[src/rtl/fetch_queue.sv]
// fetch_queue: decoupled, prefetching instruction fetch unit between the
// instruction memory port and decode. Keeps up to MAX_OUTSTANDING in-order
// requests in flight, buffers returned words with their PCs in a DEPTH-entry
// queue, and flushes and restarts on a redirect.
// Optional feature: define FETCH_ALIGN_CHECK_EN to turn a misaligned redirect
// into a single fault entry (FAULT state) instead of silently aligning it.
module fetch_queue #(
  parameter logic [31:0] BOOT_ADDR       = 32'h0000_0000,
  parameter int          DEPTH           = 4,
  parameter int          MAX_OUTSTANDING = 2
) (
  input  logic        clk,
  input  logic        rst,
  output logic        req_valid,
  input  logic        req_ready,
  output logic [31:0] req_addr,
  input  logic        res_valid,
  input  logic [31:0] res_data,
  input  logic        redirect_valid,
  input  logic [31:0] redirect_pc,
  output logic        out_valid,
  input  logic        out_ready,
  output logic [31:0] out_pc,
  output logic [31:0] out_instr,
  output logic        out_fault
);

  localparam int CW = $clog2(DEPTH + 1);
  localparam int OW = $clog2(MAX_OUTSTANDING + 1);
  localparam int PW = $clog2(DEPTH);
  localparam int TW = (MAX_OUTSTANDING > 1) ? $clog2(MAX_OUTSTANDING) : 1;
  localparam logic [TW-1:0] TAG_LAST = TW'(MAX_OUTSTANDING - 1);

  logic [31:0]   fetch_pc;
  logic [CW-1:0] count, count_d;
  logic [PW-1:0] rd_ptr, rd_ptr_d, wr_ptr, wr_ptr_d;
  logic [OW-1:0] outstanding, outstanding_d, drop, drop_d;
  logic [TW-1:0] tag_rd, tag_wr;
  logic [31:0]   tag_mem [MAX_OUTSTANDING];
  logic [31:0]   q_pc    [DEPTH];
  logic [31:0]   q_instr [DEPTH];

  logic          accept, pop, keep_res, run_ok, fault_redirect, head_new;
  logic          wr_en;
  logic [PW-1:0] wr_idx;
  logic [31:0]   wr_pc, wr_instr;

`ifdef FETCH_ALIGN_CHECK_EN
  typedef enum logic [0:0] {RUN, FAULT} state_t;
  state_t state_q, state_d;

  assign fault_redirect = redirect_valid && (redirect_pc[1:0] != 2'b00);
  assign run_ok         = (state_q == RUN);

  // FSM state register.
  always_ff @(posedge clk or posedge rst) begin
    if (rst) state_q <= RUN;
    else     state_q <= state_d;
  end

  // FSM next state: only a redirect moves between RUN and FAULT.
  always_comb begin
    state_d = state_q;
    if (redirect_valid) state_d = fault_redirect ? FAULT : RUN;
  end
`else
  logic unused_pc_lsb;
  assign unused_pc_lsb  = ^redirect_pc[1:0];
  assign fault_redirect = 1'b0;
  assign run_ok         = 1'b1;
  assign out_fault      = 1'b0;
`endif

  // Credit check keeps count + outstanding <= DEPTH, so a returning word
  // always has a free queue slot and responses never need back-pressure.
  assign req_valid = !rst && !redirect_valid && run_ok
                     && (int'(outstanding) < MAX_OUTSTANDING)
                     && (int'(count) + int'(outstanding) < DEPTH);
  assign req_addr  = fetch_pc;
  assign out_valid = (count != '0);
  assign accept    = req_valid && req_ready;
  assign pop       = out_valid && out_ready;
  // A response in the redirect cycle or while draining is stale.
  assign keep_res  = res_valid && (drop == '0) && !redirect_valid;

  // Queue write source: a kept response, or the synthetic fault entry.
  // NOTE: every always_comb output gets a default first, otherwise a path that skips the assignment infers a latch.
  always_comb begin
    wr_en    = keep_res;
    wr_idx   = wr_ptr;
    wr_pc    = tag_mem[tag_rd];
    wr_instr = res_data;
    if (fault_redirect) begin
      wr_en    = 1'b1;
      wr_idx   = '0;
      wr_pc    = redirect_pc;
      wr_instr = '0;
    end
  end

  // Next values of the counters and queue pointers.
  always_comb begin
    outstanding_d = outstanding;
    if (accept && !res_valid)      outstanding_d = outstanding + OW'(1);
    else if (!accept && res_valid) outstanding_d = outstanding - OW'(1);

    drop_d = drop;
    if (res_valid && (drop != '0)) drop_d = drop - OW'(1);
    // Everything still in flight after this cycle belongs to the old stream.
    if (redirect_valid) drop_d = outstanding_d;

    count_d  = count;
    rd_ptr_d = rd_ptr;
    wr_ptr_d = wr_ptr;
    if (redirect_valid) begin
      count_d  = '0;
      rd_ptr_d = '0;
      wr_ptr_d = '0;
    end else begin
      if (pop) rd_ptr_d = rd_ptr + PW'(1);
      if (wr_en && !pop)      count_d = count + CW'(1);
      else if (!wr_en && pop) count_d = count - CW'(1);
    end
    if (wr_en) begin
      wr_ptr_d = wr_idx + PW'(1);
      if (fault_redirect) count_d = CW'(1);
    end
  end

  // The written entry becomes the head when it is the only one left.
  assign head_new = wr_en && (count_d == CW'(1));

  // Control state and registered head outputs; head holds when the queue empties.
  // NOTE: sequential state uses non-blocking assignments so every register samples pre-edge values.
  always_ff @(posedge clk or posedge rst) begin
    if (rst) begin
      fetch_pc    <= BOOT_ADDR;
      count       <= '0;
      rd_ptr      <= '0;
      wr_ptr      <= '0;
      outstanding <= '0;
      drop        <= '0;
      tag_rd      <= '0;
      tag_wr      <= '0;
      out_pc      <= '0;
      out_instr   <= '0;
    end else begin
      count       <= count_d;
      rd_ptr      <= rd_ptr_d;
      wr_ptr      <= wr_ptr_d;
      outstanding <= outstanding_d;
      drop        <= drop_d;
      if (redirect_valid) fetch_pc <= {redirect_pc[31:2], 2'b00};
      else if (accept)    fetch_pc <= fetch_pc + 32'd4;
      if (accept)    tag_wr <= (tag_wr == TAG_LAST) ? '0 : tag_wr + TW'(1);
      if (res_valid) tag_rd <= (tag_rd == TAG_LAST) ? '0 : tag_rd + TW'(1);
      if (count_d != '0) begin
        out_pc    <= head_new ? wr_pc    : q_pc[rd_ptr_d];
        out_instr <= head_new ? wr_instr : q_instr[rd_ptr_d];
      end
    end
  end

  // Queue and tag storage writes.
  // NOTE: storage arrays are not reset; count, pointers and outstanding already mark every slot invalid.
  always_ff @(posedge clk) begin
    if (accept) tag_mem[tag_wr] <= fetch_pc;
    if (wr_en) begin
      q_pc[wr_idx]    <= wr_pc;
      q_instr[wr_idx] <= wr_instr;
    end
  end

`ifdef FETCH_ALIGN_CHECK_EN
  logic q_fault [DEPTH];
  logic out_fault_q;

  // Fault flag storage alongside the queue entries.
  always_ff @(posedge clk) begin
    if (wr_en) q_fault[wr_idx] <= fault_redirect;
  end

  // Registered head fault flag, loaded like out_pc/out_instr.
  always_ff @(posedge clk or posedge rst) begin
    if (rst)                 out_fault_q <= 1'b0;
    else if (count_d != '0)  out_fault_q <= head_new ? fault_redirect : q_fault[rd_ptr_d];
  end

  assign out_fault = out_fault_q;
`endif

endmodule

[config.mk]
export PLATFORM = sky130hd
export DESIGN_NAME = fetch_queue
export DESIGN_NICKNAME = d
export VERILOG_FILES = /design/src/rtl/fetch_queue.sv
export SDC_FILE = /design/constraint.sdc
export NUM_CORES = 1
export LEC_CHECK = 0
export ABC_AREA = 1
export BUFFER_PORTS_ARGS = -buffer_cell sky130_fd_sc_hd__buf_2
export CORE_MARGIN = 2
export CORE_UTILIZATION = 40
export CTS_CLUSTER_DIAMETER = 60
export DETAILED_ROUTE_END_ITERATION = 6
export PLACE_DENSITY = 0.64
export SLEW_MARGIN = 5
export SYNTH_ARGS = -nofsm -noshare
export SYNTH_HDL_FRONTEND = slang
export SYNTH_SLANG_ARGS = --single-unit
[constraint.sdc]
create_clock -name clk -period 5.6 [get_ports clk]
set_input_delay 0.56 -clock clk [delete_from_list [all_inputs] [get_ports clk]]
set_output_delay 0.56 -clock clk [all_outputs]
set_load 0.01 [all_outputs]
== Yosys cells after proc, flatten, opt, wreduce, memory -nomap -nowiden ==
Memories as Yosys holds them, arrays and structs flattened.
Index checks and enable logic that the tools add are counted.

* Bits in registers: 109
* Bits in writable memories: 320
* Input bits: 70
* Output and inout bits: 99
* Word-level logic and storage cells: 74
* Memories kept: 3

* Add/sub/neg operators: 11
* $lt $le $gt $ge: 2
* Equal/unequal tests: 1
* Muxes and demuxes: 21
* Reduce and logical (&&, ||, !) cells: 26

{| class="wikitable"
|+ Memory list
! memory !! words !! bits a word !! rd ports !! clocked after Yosys merged registers in !! wr ports !! line !! text
|-
| q_instr || 4 || 32 || 1 || 0 || 1 || 41 || <nowiki>logic [31:0] q_instr [DEPTH];</nowiki>
|-
| q_pc || 4 || 32 || 1 || 0 || 1 || 40 || <nowiki>logic [31:0] q_pc [DEPTH];</nowiki>
|-
| tag_mem || 2 || 32 || 1 || 0 || 1 || 39 || <nowiki>logic [31:0] tag_mem [MAX_OUTSTANDING];</nowiki>
|}

{| class="wikitable"
|+ Operators with widths
! operator !! number
|-
| 32-bit 2-to-1 mux || 4
|-
| 32-bit by 3-bit adder with 32-bit output, second input constant || 1
|-
| 2-bit 2-to-1 mux || 8
|-
| 1-bit logical AND || 13
|-
| 3-bit 2-to-1 mux || 3
|-
| 2-bit nonzero test || 4
|-
| 2-bit by 1-bit adder with 2-bit output, second input constant || 3
|-
| 1-bit zero test || 6
|-
| 1-bit 2-to-1 mux || 6
|-
| 3-bit nonzero test || 2
|-
| 3-bit by 2-bit adder with 4-bit output || 1
|-
| 4-bit by 3-bit less-than comparator with 1-bit output, second input constant || 1
|-
| 2-bit by 1-bit subtractor with 2-bit output, second input constant || 2
|-
| 3-bit by 1-bit adder with 3-bit output, second input constant || 1
|-
| 3-bit by 1-bit equality test with 1-bit output, second input constant || 1
|-
| 3-bit by 1-bit subtractor with 3-bit output, second input constant || 1
|-
| 1-bit adder, second input constant || 2
|-
| 2-bit zero test || 1
|-
| 2-bit less-than comparator, second input constant || 1
|}

== Longest topological paths before layout ==
* Word-level depth: 11
* Mapped depth: 16
* Mapped depth without buffers: 14

== Least setup slack after synthesis ==
OpenSTA, ideal clock, no wires.

* Path kind: in2reg
* From: input redirect_valid
* To: memory q_instr[0][0], enable pin
* Setup time: 0.482 ns
* Data arrival time: 3.570 ns
* Slack: 1.548 ns
* Stages on the path: 4
* Cell sequence: buf_4 inv_2 nand3_2 nor2_1

* Longest elaborated chain between the ends: 4

{| class="wikitable"
|+ Ends and longest elaborated chain
! element !! line !! text
|-
| from (decl) || 19 || <nowiki>input logic redirect_valid,</nowiki>
|-
| 1-bit zero test || 84 || <nowiki>assign keep_res = res_valid && (drop == '0) && !redirect_valid;</nowiki>
|-
| 1-bit logical AND || 84 ||
|-
| 1-bit 2-to-1 mux || 168 || <nowiki>if (wr_en) begin</nowiki>
|-
| 1-bit 2-to-1 mux (implied by the code) || 170 || <nowiki>q_instr[wr_idx] <= wr_instr;</nowiki>
|-
| to (decl) || 41 ||
|}

Every way passes these cells.

== Worst setup path after layout ==
* From: register count[0]
* To: register out_instr[7]

* Longest elaborated chain between the ends: 9
* Elaborated cells between the ends (all ways): 17
* Classes of those cells: add/sub (2); eq/ne (1); mux (6); reduce/logical (7); memory (1)

{| class="wikitable"
|+ Ends and longest elaborated chain
! element !! line !! text
|-
| from (decl) || 35 || <nowiki>logic [CW-1:0] count, count_d;</nowiki>
|-
| from (signal assigned) || 148 || <nowiki>count <= count_d;</nowiki>
|-
| parallel branches: the longest is 9 deep, another holds 3-bit by 1-bit subtractor with 3-bit output || n/a ||
|-
| to (signal assigned) || 159 || <nowiki>out_instr <= head_new ? wr_instr : q_instr[rd_ptr_d];</nowiki>
|-
| to (decl) || 24 || <nowiki>output logic [31:0] out_instr,</nowiki>
|}

Several ways; the timed one is not identified.
A chain may end at the register's enable or synchronous reset.

==> results.json <==
{
  "slew_viol_final": 0,
  "syn_inst": 1555,
  "post_cts_buffers": 0,
  "synth.largest_area_cell": "edfxtp_1",
  "ctsResizeCount": 0,
  "finalCriticalPeriod_ps": 3522,
  "wire_per_inst_um": 17.76,
  "slew_headroom": 0.3675,
  "cts_buffers": 44,
  "rsz0062_at_grt": "no",
  "maxCapViolCount": 0,
  "die-area_um2": 45450,
  "dr_total_vias": 11915,
  "cp-start-kind": "flop",
  "synth_seq_area_share": 0.6785,
  "post-place-ws_ps": 1805,
  "drc_errors": 0,
  "status": "completed",
  "yosysUniqueCellTypes": 40,
  "drtIter0Drc": 867,
  "vias_per_cell": 5.140,
  "tns_ps": 0,
  "setup_violations": 0,
  "critPathBufInv": 2,
  "antenna_found_initial": 2,
  "async_flop_share": 0.2542,
  "use_met3": 0.03751,
  "cp.arrival_ps": 4020,
  "synth_edf_count": 308,
  "grt_pass1_vias": 11546,
  "dp_hpwl_mm": 23.38,
  "instances_no_fill": 2318,
  "netlist_top_cells_area": "edfxtp_1 (53%), dfrtp_1 (15%), nand2_1 (6.1%)",
  "cp_cell_sequence": "inv_1, ha_1, nand2_2, nand3_2, nand2_1, nand3_4, buf_4, o21ai_0, o21ai_0, nand2_1, nand3_1",
  "crit_family": "simple AND/OR/NAND/NOR gates",
  "hold_ws_ps": 99.38,
  "fmax_mhz": 284.0,
  "cts_sinks": 413,
  "avgSynthCellArea_um2": 11.26,
  "cpMaxStageDelayCell": "buf_4",
  "busiest_layer": "met2",
  "syn_to_final_growth_pct": 15.76,
  "io_buffers": 161,
  "utilization": 0.4693,
  "yosys_warnings": 0,
  "initial_core_util": 0.4054,
  "hold_viol_final": 0,
  "grt_first_pass_wirelength_mm": 64.05,
  "die_x_um": 213.2,
  "synthTopCellsByCount": "edfxtp_1 (308), nand2_1 (284), nand3_1 (178), nor2_1 (172), o21ai_0 (160)",
  "cts_max_path_buffers": 3,
  "peakVddDrop_mv": 0.3562,
  "p_leak_nw": 7.994,
  "required_ps": 6100,
  "htree_levels": 2,
  "crit_path_max_incr_delay_ps": 780,
  "yosysMostFrequentCell": "edfxtp_1",
  "worstMarginPinSlew_ps": 947.8,
  "overflow": 0,
  "std_cell_rows": 76,
  "cts_tree": "done",
  "use_met1": 0.2456,
  "netlist_area_um2": 17500,
  "cp_max_fo": 89,
  "nets": 1775,
  "ys_seq_elements": 413,
  "grt_start_max_net_pins": 126,
  "io_pins": 169,
  "core-area_um2": 43170,
  "power.density_nw_per_um2": 491.2,
  "grt.met2_usage": 0.2963,
  "worst_slack_ps": 2078,
  "final_layout_size_suffix_gt1_frac": 0.1808,
  "dr.pass1.iters": 5,
  "netlist.area_leader.share": 0.5284,
  "crit_type": "reg2reg",
  "clock_latency_ps": 570,
  "worst_hold_path_type": "in2async",
  "grtUsageTotal": 0.1825,
  "period_share": 0.6289,
  "die-height_um": 213.2,
  "dp.cells": 2234,
  "synth_flop_cell": "edfxtp_1",
  "final_antenna_net_count": 0,
  "cp-end-kind": "flop",
  "clk_pin_slew_ps": 60,
  "place_congestion": 0.8076,
  "fin_skew_ps": 18.22,
  "routed_wirelength_mm": 41.17,
  "hold_buffers": 0,
  "cts-root-buf": "clkbuf_16"
}
-- layer usage --
| layer | vias to the layer above | wire length (µm) |
|---|---|---|
| met5 | - | 0 |
| met4 | 0 | 918 |
| met3 | 62 | 2666 |
| met2 | 346 | 19440 |
| met1 | 5824 | 18150 |
| li1 | 5683 | - |
-- worst reg2reg max path, delay by kind of cell, from the launching register on --
family	cells	cell delay, ps
flops	1	460
compound gates	2	490
simple gates	6	1360
buf+inv	2	940
fa+ha+maj	1	200
-- area by class of cell --
| class | count | area (µm²) |
|---|---|---|
| inverter | 87 | 331.6 |
| sequential | 413 | 11880 |
| fill | 3925 | 22910 |
| multi-input combinational | 971 | 4931 |
| tap | 585 | 732.0 |
| clock buffer | 58 | 1195 |
| timing repair buffer | 178 | 970.9 |
| clock inverter | 24 | 219.0 |
| antenna | 2 | 5.005 |
-- per-stage QoR --
stage	instance area [µm²]	power, W
4_1_cts	20260	0.01005
3_3_place_gp	18840	0.007106
2_1_floorplan	17520	0.006181
3_5_place_dp	18840	0.007178
6_report	20260	0.009951
5_1_grt	20260	0.01056
-- where the power goes --
group          switching, W  internal (W)  total, W
Combinational       0.00211      0.000935   0.00305
Clock               0.00120       0.00165   0.00285
Sequential         0.000254       0.00380   0.00405
Total               0.00357       0.00639   0.00995
-- layout by cell type (no fill, tap or decap), types with 33 or more instances in the layout --
cell,instances
clkbuf_16,45
nand2_1,284
nand4_1,33
buf_2,161
nor2_1,166
dfrtp_1,105
edfxtp_1,308
nand3_1,178
o21ai_0,160
inv_1,78
-- logic make-up (layout without fill, tap and decap cells) --
family,count (synthesis),after routing,synth area share
buffers and inverters,175,347,0.04303
XOR/XNOR,25,25,0.01251
AND/OR/NAND/NOR,702,702,0.1781
flip-flops,413,413,0.6785
AO/OA/AOI/OAI,198,198,0.06048
multiplexers,31,31,0.01994
other,1,7,0.0002142
adder cells (fa/ha/maj),10,10,0.007148
-- state kept, by name (all words and copies together), names as in the netlist --
name         cells
q_instr        128
tag_rd           1
wr_idx           2
req_addr        30
out_instr       32
count            3
drop             2
q_pc           120
outstanding      2
tag_wr           1
out_pc          30
tag_mem         60
rd_ptr           2
-- final timing paths --
check	startpoint	endpoint	slack, ps	depth (start not counted)
min in group clk	redirect_pc[10]	req_addr[10]$_DFFE_PP0P_	210	2
worst max register to register	count[0]$_DFF_PP0_	out_instr[7]$_DFFE_PP0P_	2080	11
worst max-delay path	count[0]$_DFF_PP0_	out_instr[7]$_DFFE_PP0P_	2080	11
worst min-delay path	rst	outstanding[0]$_DFF_PP0_	100	2
worst min register to register	out_instr[0]$_DFFE_PP0P_	out_instr[0]$_DFFE_PP0P_	480	2
max in group asynchronous	rst	req_addr[30]$_DFFE_PP0P_	4100	3
Power figures use the tool's default switching activity.
